==> src/rtl/mem_test_ctrl.sv <==
// Command sequencer for the memory checker: walks a strided address range
// and tracks read checks. MEM_TEST_ERR_CAPTURE_EN adds err_addr_o capture.
module mem_test_ctrl #(
  parameter int ADDR_W = 32,
  parameter int CNT_W  = 16
) (
  input  logic              clk_i,
  input  logic              rst_i,
  input  logic              start_i,
  input  logic [1:0]        mode_i,
  input  logic [CNT_W-1:0]  cnt_i,
  input  logic [ADDR_W-1:0] base_addr_i,
  input  logic [ADDR_W-1:0] stride_i,
  input  logic              stop_on_err_i,
  output logic              cmd_valid_o,
  output logic              cmd_we_o,
  output logic [ADDR_W-1:0] cmd_addr_o,
  input  logic              cmd_ready_i,
  input  logic              cmp_valid_i,
  input  logic              cmp_ok_i,
`ifdef MEM_TEST_ERR_CAPTURE_EN
  output logic [ADDR_W-1:0] err_addr_o,
`endif
  output logic              busy_o,
  output logic              done_o,
  output logic              err_o,
  output logic [CNT_W-1:0]  err_cnt_o
);

  typedef enum logic [2:0] {
    IDLE, WR_BURST, RD_BURST, WR_WORD,
    RD_WORD, WAIT_CHK, DRAIN, DONE
  } state_t;

  localparam logic [CNT_W-1:0] ONE =
    {{(CNT_W-1){1'b0}}, 1'b1};

  state_t            state;
  logic              start_q;
  logic              rise_q;
  logic [1:0]        mode;
  logic [ADDR_W-1:0] base;
  logic [ADDR_W-1:0] stride;
  logic [CNT_W-1:0]  cnt;
  logic [CNT_W-1:0]  left;
  logic [CNT_W-1:0]  outst;
  logic [CNT_W-1:0]  outst_nxt;
  logic              soe;

  logic acc;
  logic rd_acc;
  logic cmp_hit;
  logic fail;
  logic abort;

  // only modes 10/11 check reads; mode[1] marks them
  assign acc     = cmd_valid_o & cmd_ready_i;
  assign rd_acc  = acc & ~cmd_we_o & mode[1];
  assign cmp_hit = cmp_valid_i & mode[1] & (outst != '0);
  assign fail    = cmp_hit & ~cmp_ok_i;
  assign abort   = fail & soe;

  always_comb begin
    outst_nxt = outst;
    if (rd_acc && !cmp_hit)
      outst_nxt = outst + ONE;
    else if (!rd_acc && cmp_hit)
      outst_nxt = outst - ONE;
  end

  // start_q runs through reset so a held start is not seen as an edge
  always_ff @(posedge clk_i) begin
    start_q <= start_i;
  end

  always_ff @(posedge clk_i) begin
    if (rst_i) begin
      state       <= IDLE;
      rise_q      <= 1'b0;
      cmd_valid_o <= 1'b0;
      cmd_we_o    <= 1'b0;
      cmd_addr_o  <= '0;
      busy_o      <= 1'b0;
      done_o      <= 1'b0;
      err_o       <= 1'b0;
      err_cnt_o   <= '0;
      outst       <= '0;
      left        <= '0;
      mode        <= 2'b00;
      base        <= '0;
      stride      <= '0;
      cnt         <= '0;
      soe         <= 1'b0;
    end else begin
      rise_q <= start_i & ~start_q;
      done_o <= 1'b0;
      outst  <= outst_nxt;
      if (fail) begin
        err_o <= 1'b1;
        if (err_cnt_o != '1)
          err_cnt_o <= err_cnt_o + ONE;
      end
      unique case (state)
        IDLE: if (rise_q) begin
          mode       <= mode_i;
          base       <= base_addr_i;
          stride     <= stride_i;
          cnt        <= cnt_i;
          soe        <= stop_on_err_i;
          err_o      <= 1'b0;
          err_cnt_o  <= '0;
          busy_o     <= 1'b1;
          cmd_addr_o <= base_addr_i;
          left       <= cnt_i - ONE;
          if (cnt_i == '0) begin
            state  <= DONE;
            done_o <= 1'b1;
          end else begin
            cmd_valid_o <= 1'b1;
            unique case (mode_i)
              2'b01: begin
                state    <= RD_BURST;
                cmd_we_o <= 1'b0;
              end
              2'b10: begin
                state    <= WR_WORD;
                cmd_we_o <= 1'b1;
              end
              default: begin
                state    <= WR_BURST;
                cmd_we_o <= 1'b1;
              end
            endcase
          end
        end
        WR_BURST: if (acc) begin
          if (left != '0) begin
            cmd_addr_o <= cmd_addr_o + stride;
            left       <= left - ONE;
          end else if (mode == 2'b11) begin
            state      <= RD_BURST;
            cmd_we_o   <= 1'b0;
            cmd_addr_o <= base;
            left       <= cnt - ONE;
          end else begin
            cmd_valid_o <= 1'b0;
            state       <= DONE;
            done_o      <= 1'b1;
          end
        end
        RD_BURST: begin
          if (abort) begin
            cmd_valid_o <= 1'b0;
            state       <= DRAIN;
          end else if (acc) begin
            if (left != '0) begin
              cmd_addr_o <= cmd_addr_o + stride;
              left       <= left - ONE;
            end else begin
              cmd_valid_o <= 1'b0;
              state       <= DRAIN;
            end
          end
        end
        WR_WORD: if (acc) begin
          cmd_we_o <= 1'b0;
          state    <= RD_WORD;
        end
        RD_WORD: if (acc) begin
          cmd_valid_o <= 1'b0;
          state       <= WAIT_CHK;
        end
        WAIT_CHK: if (cmp_hit) begin
          if (!abort && left != '0) begin
            left        <= left - ONE;
            cmd_addr_o  <= cmd_addr_o + stride;
            cmd_we_o    <= 1'b1;
            cmd_valid_o <= 1'b1;
            state       <= WR_WORD;
          end else begin
            state  <= DONE;
            done_o <= 1'b1;
          end
        end
        DRAIN: if (outst_nxt == '0) begin
          state  <= DONE;
          done_o <= 1'b1;
        end
        DONE: begin
          state  <= IDLE;
          busy_o <= 1'b0;
        end
      endcase
    end
  end

`ifdef MEM_TEST_ERR_CAPTURE_EN
  logic [ADDR_W-1:0] trk [2**CNT_W];
  logic [CNT_W-1:0]  wr_ptr;
  logic [CNT_W-1:0]  rd_ptr;

  always_ff @(posedge clk_i) begin
    if (rd_acc)
      trk[wr_ptr] <= cmd_addr_o;
  end

  // checks return in issue order, so the head is the failing read
  always_ff @(posedge clk_i) begin
    if (rst_i) begin
      wr_ptr     <= '0;
      rd_ptr     <= '0;
      err_addr_o <= '0;
    end else begin
      if (rd_acc)
        wr_ptr <= wr_ptr + ONE;
      if (cmp_hit)
        rd_ptr <= rd_ptr + ONE;
      if (state == IDLE && rise_q)
        err_addr_o <= '0;
      else if (fail && !err_o)
        err_addr_o <= trk[rd_ptr];
    end
  end
`endif

endmodule

==> config.mk <==
export PLATFORM = sky130hd
export DESIGN_NAME = mem_test_ctrl
export DESIGN_NICKNAME = d
export VERILOG_FILES = /design/src/rtl/mem_test_ctrl.sv
export SDC_FILE = /design/constraint.sdc
export NUM_CORES = 1
export LEC_CHECK = 0
export ABC_AREA = 1
export ABC_CLOCK_PERIOD_IN_PS = 6300
export CAP_MARGIN = 20
export CORE_MARGIN = 2
export CORE_UTILIZATION = 61
export DETAILED_ROUTE_END_ITERATION = 10
export GPL_ROUTABILITY_DRIVEN = 0
export GPL_TIMING_DRIVEN = 1
export PLACE_DENSITY = 0.87
export SYNTH_ARGS = -nofsm -noshare
export SYNTH_HDL_FRONTEND = slang
export SYNTH_SLANG_ARGS = --single-unit
==> constraint.sdc <==
create_clock -name clk_i -period 6.3 [get_ports clk_i]
set_input_delay 0.63 -clock clk_i [delete_from_list [all_inputs] [get_ports clk_i]]
set_output_delay 0.63 -clock clk_i [all_outputs]
set_load 0.02 [all_outputs]
* Word-level counts from Yosys, hierarchy flattened
Cells that the tools add are included.
** Operators by class
- $add $sub $neg :: 7
- Equal/unequal tests :: 28
- Multiplexer cells :: 74
- Bitwise gates (word level) :: 11
- Reductions and logical operators :: 21
** Operator list (number)
- 32-bit 2-to-1 mux :: 9
- 16-bit 2-to-1 mux :: 15
- 32-bit case mux with 4 select lines :: 1
- 16-bit case mux with 4 select lines :: 1
- 16-bit by 1-bit subtractor with 16-bit output, second input constant :: 4
- 3-bit 2-to-1 mux :: 13
- 16-bit by 1-bit adder with 16-bit output, second input constant :: 2
- 32-bit adder :: 1
- 16-bit logical NOT :: 2
- 16-bit nonzero test :: 2
- 1-bit 2-to-1 mux :: 29
- 2-bit != test, second input constant :: 14
- 9-bit AND reduction :: 3
- 3-bit case mux with 8 select lines :: 1
- 16-bit != test, second input constant :: 1
- 3-bit equality test, second input constant :: 4
- 11-bit AND reduction :: 1
- 3-bit != test, second input constant :: 3
- 1-bit AND :: 8
- 1-bit case mux with 4 select lines :: 2
- 4-bit nonzero test :: 2
- 3-bit by 2-bit equality test with 1-bit output, second input constant :: 2
- 1-bit case mux with 5 select lines :: 1
- 5-bit nonzero test :: 1
- 11 further kinds :: 19
** Word-level totals
- Flip-flop bits (word level) :: 173
- Input bits :: 89
- Output and inout bits :: 53
- Logic and storage cells :: 158

* Logic depth before layout (Yosys ltp)
Gate-level depths: netlist (run 1).
- Word-level depth :: 10
- Depth in mapped cells :: 20
- Mapped depth without buffers :: 19

* Least setup slack after synthesis (run 1)
Ideal clock, no wire load.
- Path kind :: register to register
- From :: register cmd_addr_o[0]
- To :: register cmd_addr_o[30]
- Library setup time :: 0.128 ns
- Arrival :: 2.229 ns
- Data required time :: 6.172 ns
- Path slack :: 3.943 ns
- Cell stages (with the launch flop) :: 15
- Buffers on the path :: 0
- Clock period less this slack :: 2.357 ns
- Cells stage by stage :: dfxtp_1 ha_1 fa_1 nand2_1 nand3_1 o21ai_0 o21ai_0 a21o_1 nand2_1 nand2_1 nand3_1 nand2_1 or2_2 nand3_1 a21oi_1
** On the way
- Cells in the longest elaborated chain, start to end :: 5
- Elaborated cells on any way between the ends :: 9
- Those cells by class :: add/sub: 1; mux: 8
** Ends and longest elaborated chain
- start: declaration :: line 17 : output logic [ADDR_W-1:0] cmd_addr_o,
- start signal: assignment :: line 113 : cmd_addr_o <= base_addr_i;
- start signal: assignment :: line 138 : cmd_addr_o <= cmd_addr_o + stride;
- start signal: assignment :: line 143 : cmd_addr_o <= base;
- 32-bit adder * :: line 138, 157, 176
- 32-bit 2-to-1 mux :: line 156 : if (left != '0) begin
- 32-bit 2-to-1 mux :: line 155 : end else if (acc) begin
- 32-bit 2-to-1 mux :: line 152 : if (abort) begin
- 32-bit case mux with 4 select lines * :: line 103 : unique case (state)
Every way passes the cells marked *; elsewhere a longest branch is shown, timed or not. The select of a mux whose other input is x is not followed.
A chain may end at the register's enable or synchronous reset.

* Worst setup path after layout (run 1)
- From :: register left[0]
- To :: register cmd_addr_o[23]
** On the way
- Cells in the longest elaborated chain, start to end :: 4
- Elaborated cells on any way between the ends :: 9
- Those cells by class :: eq/ne: 3; mux: 3; reduce/logical: 3
** Ends and longest elaborated chain
- start: declaration :: line 45 : logic [CNT_W-1:0] left;
- start signal: assignment :: line 114 : left <= cnt_i - ONE;
- start signal: assignment :: line 139 : left <= left - ONE;
- start signal: assignment :: line 144 : left <= cnt - ONE;
- 16-bit nonzero test * :: line 137, 156, 174
- 32-bit 2-to-1 mux or 1-bit logical AND (tied branches) :: line 137, 174
- 32-bit 2-to-1 mux or 2-bit != test (tied branches)
- 32-bit case mux with 4 select lines or 9-bit AND reduction (tied branches)
- end signal: assignment :: line 138
- end signal: assignment :: line 157 : cmd_addr_o <= cmd_addr_o + stride;
- end signal: assignment :: line 176 : cmd_addr_o <= cmd_addr_o + stride;
Marked as above.

==> results.sh, run 1 <==
export IMPL_status="completed"
export IMPL_grt_pass1_vias=10570
export IMPL_crit_arrival_ns=3.95
export IMPL_routedWlPerCell_microns=15.83
export IMPL_ys_top_cells_by_area="dfxtp_1, nand2_1, a21oi_1"
export IMPL_cts_setup_buffers=0
export IMPL_drcViolationCount=0
export IMPL_power_density_nw_per_um2=351.5
export IMPL_firstDrtPassIters=7
export IMPL_final_cell_mix="nand2_1, a21oi_1, nor2_1, dfxtp_1, inv_1"
export IMPL_p_leak_uw=0.005428
export IMPL_nNetsFinal=1845
export IMPL_synth_seq_cells=173
export IMPL_crit_type="register to register"
export IMPL_routed_via_count=11540
export IMPL_hpwlAfterDp_microns=21490
export IMPL_ir_worst_vdd_uv=291.3
export IMPL_final_common_cell="nand2_1"
export IMPL_finClkSkew_ns=0.008323
export IMPL_ctsHoldBuffers=0
export IMPL_async_reset_ff_share_pct=0
export IMPL_overflow=0
export IMPL_grt_max_degree=74
export IMPL_clock_sinks=173
export IMPL_core_area_sq_um=17300
export IMPL_htreeDepth=4
export IMPL_rsz0062_at_grt="no"
export IMPL_grt_pass1_wl_microns=50400
export IMPL_yosys_warnings=0
export IMPL_r2r_cells=13
export IMPL_endpoint_kind="register"
export IMPL_hold_path_startpoint="start_q"
export IMPL_worstMarginPinSlew_ns=1.030
export IMPL_synth_flop_cell="dfxtp_1"
export IMPL_clkLatencyLatePin_ns=0.43
export IMPL_hold_viol=0
export IMPL_post_cts_resized=0
export IMPL_finalMaxSlewViolations=0
export IMPL_holdPathStages=1
export IMPL_synth_top_area_share_pct=32.16
export IMPL_ff_latch_area_sq_um=3465
export IMPL_antenna_found_initial=1
export IMPL_fmax_mhz=276.5
export IMPL_fillers=1401
export IMPL_cp_max_fo=23
export IMPL_row_count=48
export IMPL_root_buffer="clkbuf_16"
export IMPL_fp_dieW_microns=136.9
export IMPL_timing_hold_ws_ns=0.3895
export IMPL_dieArea_sq_um=18730
export IMPL_cp_required_ns=6.63
export IMPL_reg2reg_to="cmd_addr_o[23]"
export IMPL_antenna_left=0
export IMPL_fin_crit_ns=3.617
export IMPL_insertedDiodeCount=0
export IMPL_synth_edff_count=0
export IMPL_stdcell_count=1954
export IMPL_min_path_type="register to register"
export IMPL_final_util_pct=73.91
export IMPL_grt_usage_pct=33.32
export IMPL_drtIter0Drc=1215
export IMPL_numCtsBuffers=17
export IMPL_start_kind="register"
export IMPL_hold_end="rise_q"
export IMPL_path_clk_slew_ns=0.07
export IMPL_die_h_microns=136.9
export IMPL_portBuffers=141
export IMPL_cts_tree="built"
export IMPL_reg2reg_slack_ns=2.68
export IMPL_viasPerCell=5.904
export IMPL_synth_cell_type_count=46
export IMPL_yosysSeqAreaShare_pct=32.16
export IMPL_r2r_start="left[0]"
export IMPL_relSlewSlack_pct=31.31
export IMPL_maxCapViolCount=0
export IMPL_clk_path_buf_depth=2
export IMPL_drive_gt1_share_pct=4.743
export IMPL_syn_inst=1623
export IMPL_multiInputGateArea_sq_um=6412
export IMPL_start_util_pct=62.27
export IMPL_ioPinCount=142
export IMPL_synth_area_leader_cell="dfxtp_1"
export IMPL_synth_net_count=1752
export IMPL_tns_ns=0
export IMPL_syn2layout_area_growth_pct=18.70
export IMPL_placedCellCount=1921
export IMPL_synth_area_sq_um=10770
export IMPL_drt_total_wl_microns=30930
export IMPL_fin_crit_sh_pct=57.41
export IMPL_avgSynthCellArea_sq_um=6.636
export IMPL_setup_viol=0
-- report_power, final --
group	total (uW)	internal, uW	switching (uW)
Clock	1090	600	493
Sequential	1430	1270	161
Combinational	1970	706	1270
Total	4490	2570	1920
-- cells by family (layout without fill, tap and decap cells) --
group	count (synthesis)	after routing	synth area share [%]
xor gates and xnor gates	61	61	4.961
adders and majority gates	40	40	4.717
AOI/OAI and AO/OA	411	411	21.25
and+or+nand+nor	716	716	28.54
DFF	173	173	32.16
buffers and inverters	222	328	8.376
-- registers in the layout, indices dropped and copies added (netlist names), 2 cells and up --
signal	count
cnt	16
cmd_addr_o	32
mode	2
stride	32
err_cnt_o	16
outst	16
left	16
state	3
base	32
-- synth_stat cells, types with 3 or more instances --
master and number:
nand2_1 327, a21oi_1 187, nor2_1 182, dfxtp_1 173, inv_1 142, nand3_1 128
o21ai_0 128, clkbuf_1 50, xor2_1 46, ha_1 39, nor3_1 30, a31oi_1 17
xnor2_1 15, buf_2 13, a22oi_1 12, nand4_1 11, a221oi_1 10, o221ai_1 10
a211oi_1 9, a21o_1 8, or2_2 8, nand2_2 6, nor2_2 6, o21ai_1 6
o22ai_1 6, buf_6 5, inv_2 5, nand3b_1 5, o21a_1 5, buf_4 4
nor2_4 4, o211ai_1 4, nand2_4 3
-- cell type report --
cell class	count	share of cell area, %
clock buffer	17	3.327
clock inverter	15	1.390
inverter	149	4.375
multi-input combinational	1228	50.16
sequential	173	27.10
tap	225	2.202
timing repair buffer	147	11.45
-- layer usage --
layer	track usage (%)	vias to the layer above	wire length, microns
met3	5.037	96	2576
li1	-	5641	-
met1	42.79	5249	12750
met5	0	-	11
met2	56.03	549	14580
met4	13.57	2	1013
-- worst max-delay path, cell delays in order (launching register included) --
cell,delay (ns)
dfxtp_1,0.31
inv_1,0.10
ha_1,0.21
nand3_1,0.17
nor3_1,0.28
nand4_1,0.25
nand2_1,0.17
nand2_1,0.55
inv_1,0.95
a21oi_1,0.06
o21ai_0,0.14
nand3_1,0.15
nand2_1,0.14
inv_1,0.04
-- per-stage QoR --
stage          setup WS [ns]  cell area [sq um]  total power (uW)
5_1_grt                2.523              12780              4775
3_5_place_dp           2.706              12160              3344
6_report               2.683              12780              4494
2_1_floorplan          3.943              10770              2802
3_3_place_gp           2.778              12160              3297
4_1_cts                2.821              12760              4437
-- how the worst max path moves through the flow --
stage                  start        endpoint  slack, ns  cells after the start
3_3_place_gp     cmp_valid_i  cmd_addr_o[20]       2.78                     12
5_1_grt             state[0]         left[9]       2.52                     10
6_report             left[0]  cmd_addr_o[23]       2.68                     13
4_1_cts              left[0]        left[13]       2.82                     11
2_1_floorplan  cmd_addr_o[0]  cmd_addr_o[30]       3.94                     14
3_5_place_dp     cmp_valid_i  cmd_addr_o[22]       2.71                     12
Power figures use the tool's default switching activity.
==> run 2, diff against run 1 <==
--- a/config.mk
+++ b/config.mk
@@ -6,14 +6,14 @@
 export NUM_CORES = 1
 export LEC_CHECK = 0
 export ABC_AREA = 1
-export ABC_CLOCK_PERIOD_IN_PS = 6300
+export ABC_CLOCK_PERIOD_IN_PS = 3000
 export CAP_MARGIN = 20
 export CORE_MARGIN = 2
-export CORE_UTILIZATION = 61
+export CORE_UTILIZATION = 51
 export DETAILED_ROUTE_END_ITERATION = 10
 export GPL_ROUTABILITY_DRIVEN = 0
 export GPL_TIMING_DRIVEN = 1
-export PLACE_DENSITY = 0.87
+export PLACE_DENSITY = 0.78
 export SYNTH_ARGS = -nofsm -noshare
 export SYNTH_HDL_FRONTEND = slang
 export SYNTH_SLANG_ARGS = --single-unit
==> constraint.sdc (replaced) <==
create_clock -name clk_i -period 3 [get_ports clk_i]
set_input_delay 0.3 -clock clk_i [delete_from_list [all_inputs] [get_ports clk_i]]
set_output_delay 0.3 -clock clk_i [all_outputs]
set_load 0.02 [all_outputs]
==> run 2 against run 1 <==
- critical path depth rose by 1
- non-clock buffer count rose by 10
- clock power rose by 110%
- power rose by 110%
- routed wire length barely moved
- worst hold slack got worse by 0.13 ns
==> results.sh, run 2 (synthesis results as in run 1) <==
export IMPL_clkPwrFrac_pct=23.6
export IMPL_holdPathStages=4
export IMPL_tns_ns=0
export IMPL_timing_hold_ws_ns=0.2609
export IMPL_viasPerCell=5.682
export IMPL_min_path_type="input pin to register"
export IMPL_hold_path_startpoint="rst_i"
export IMPL_root_buffer="clkbuf_16"
export IMPL_r2r_start="cmd_addr_o[0]"
export IMPL_reg2reg_slack_ns=0.35
export IMPL_routed_via_count=11440
export IMPL_cp_max_fo=4
export IMPL_p_int_uw=5479
export IMPL_numCtsBuffers=17
export IMPL_cts_setup_buffers=0
export IMPL_hold_viol=0
export IMPL_insertedDiodeCount=0
export IMPL_core_area_sq_um=20890
export IMPL_worstMarginPinSlew_ns=0.9714
export IMPL_antenna_left=0
export IMPL_power_density_nw_per_um2=733.9
export IMPL_dieArea_sq_um=22300
export IMPL_cpMostUsedCell="nand2_1"
export IMPL_clk_path_buf_depth=2
export IMPL_grt_max_degree=83
export IMPL_fin_crit_sh_pct=88.27
export IMPL_grt_pass1_vias=10650
export IMPL_drive_gt1_share_pct=5.290
export IMPL_drtIter0Drc=803
export IMPL_endpoint_kind="register"
export IMPL_nNetsFinal=1855
export IMPL_cp_num_buf_inv=0
export IMPL_clock_sinks=173
export IMPL_row_count=53
export IMPL_die_h_microns=149.3
export IMPL_htreeDepth=4
export IMPL_maxCapViolCount=0
export IMPL_ctsHoldBuffers=0
export IMPL_final_common_cell="nand2_1"
export IMPL_p_sw_uw=4011
export IMPL_grt_usage_pct=27.77
export IMPL_start_kind="register"
export IMPL_ir_worst_vdd_uv=511.2
export IMPL_finalMaxSlewViolations=0
export IMPL_fp_dieW_microns=149.3
export IMPL_routedWlPerCell_microns=15.37
export IMPL_setup_viol=0
export IMPL_final_cell_mix="nand2_1, a21oi_1, nor2_1, dfxtp_1, inv_1"
export IMPL_path_clk_slew_ns=0.07
export IMPL_post_cts_resized=0
export IMPL_p_sw_share_pct=42.27
export IMPL_portBuffers=141
export IMPL_crit_chain="ha_1 > fa_1 > nand2_1 > nand3_1 > o21ai_0 > o21ai_0 > a21o_1 > nand2_1 > nand2_1 > nand3_1 > nand2_1 > or2_2 > nand3_1 > a21oi_1"
export IMPL_cpLargestDelayFamily="simple AND/OR/NAND/NOR gates"
export IMPL_overflow=0
export IMPL_drcViolationCount=0
export IMPL_p_leak_uw=0.005479
export IMPL_rsz0062_at_grt="no"
export IMPL_status="completed"
export IMPL_clkLatencyLatePin_ns=0.44
export IMPL_reg2reg_to="cmd_addr_o[30]"
export IMPL_relSlewSlack_pct=35.24
export IMPL_antenna_found_initial=0
export IMPL_finClkSkew_ns=0.01164
export IMPL_firstDrtPassIters=6
export IMPL_hold_end="cnt[0]"
export IMPL_critPathSlowestCell="fa_1"
export IMPL_fmax_mhz=377.6
export IMPL_hpwlAfterDp_microns=22350
export IMPL_comb_power_share_pct=44.9
export IMPL_grt_pass1_wl_microns=50400
export IMPL_r2r_cells=14
export IMPL_start_util_pct=51.56
export IMPL_slowest_delay_ns=0.39
export IMPL_crit_arrival_ns=2.96
export IMPL_fin_crit_ns=2.648
export IMPL_cp_required_ns=3.31
export IMPL_ioPinCount=142
export IMPL_reg_top3="base x32, cmd_addr_o x32, stride x32"
export IMPL_syn2layout_area_growth_pct=20.05
export IMPL_crit_type="register to register"
export IMPL_drt_total_wl_microns=30960
export IMPL_cts_tree="built"
export IMPL_seqPwrFrac_pct=31.5
run 2: metal layers:
layer | vias to the layer above | share of wire, % | global-route usage, %
met3 | 68 | 8.1 | 5.199
met4 | 0 | 2.4 | 9.095
met5 | - | 0 | 0
met1 | 5225 | 44 | 36.05
li1 | 5654 | - | -
met2 | 497 | 46 | 46.57
run 2: worst max-delay path by stage:
| stage | cells past startpoint | from | to | slack (ns) |
|---|---|---|---|---|
| after floorplan | 14 | cmd_addr_o[0] | cmd_addr_o[30] | 0.64 |
| after global placement | 18 | cmd_ready_i | state[2] | 0.41 |
| after detailed placement | 18 | cmd_ready_i | state[0] | 0.39 |
| after CTS | 14 | cmd_addr_o[0] | cmd_addr_o[30] | 0.37 |
| after global routing | 14 | cmd_addr_o[0] | cmd_addr_o[30] | 0.11 |
| final | 14 | cmd_addr_o[0] | cmd_addr_o[30] | 0.35 |
run 2: power by group through the flow:
stage | Clock (uW) | Sequential, uW | Combinational (uW)
global placement | 0 | 3020 | 4120
finish | 2240 | 2990 | 4270
CTS | 2260 | 2980 | 4220
global route | 2350 | 3040 | 4710
detailed placement | 0 | 3030 | 4190
floorplan | 0 | 3110 | 2780
run 2: layout make-up:
| cell class | instances | area (sq um) |
|---|---|---|
| inverters | 149 | 559.3 |
| clock buffers | 17 | 425.4 |
| repair buffers | 157 | 1564 |
| well taps | 275 | 344.1 |
| multi-input cells | 1228 | 6412 |
| flip-flops and latches | 173 | 3465 |
| clock inverters | 15 | 160.2 |
| fillers | 2005 | 7959 |
run 2: metrics by stage:
step	power [uW]	utilization (%)	setup slack (ns)	cell area, sq um	instances
floorplan	5885	-	0.6434	10770	1623
global placement	7141	59.10	0.4110	12340	1982
detailed placement	7214	59.10	0.3874	12340	1982
CTS	9458	61.90	0.3665	12930	2014
global route	10100	61.90	0.1082	12930	2014
finish	9490	61.90	0.3520	12930	2014
run 2: worst register-to-register path, stage by stage (launching register included):
cell and delay [ns]:
dfxtp_1 0.34, ha_1 0.24, fa_1 0.39, nand2_1 0.09
nand3_1 0.06, o21ai_0 0.14, o21ai_0 0.25, a21o_1 0.28
nand2_1 0.09, nand2_1 0.11, nand3_1 0.09, nand2_1 0.06
or2_2 0.27, nand3_1 0.07, a21oi_1 0.06
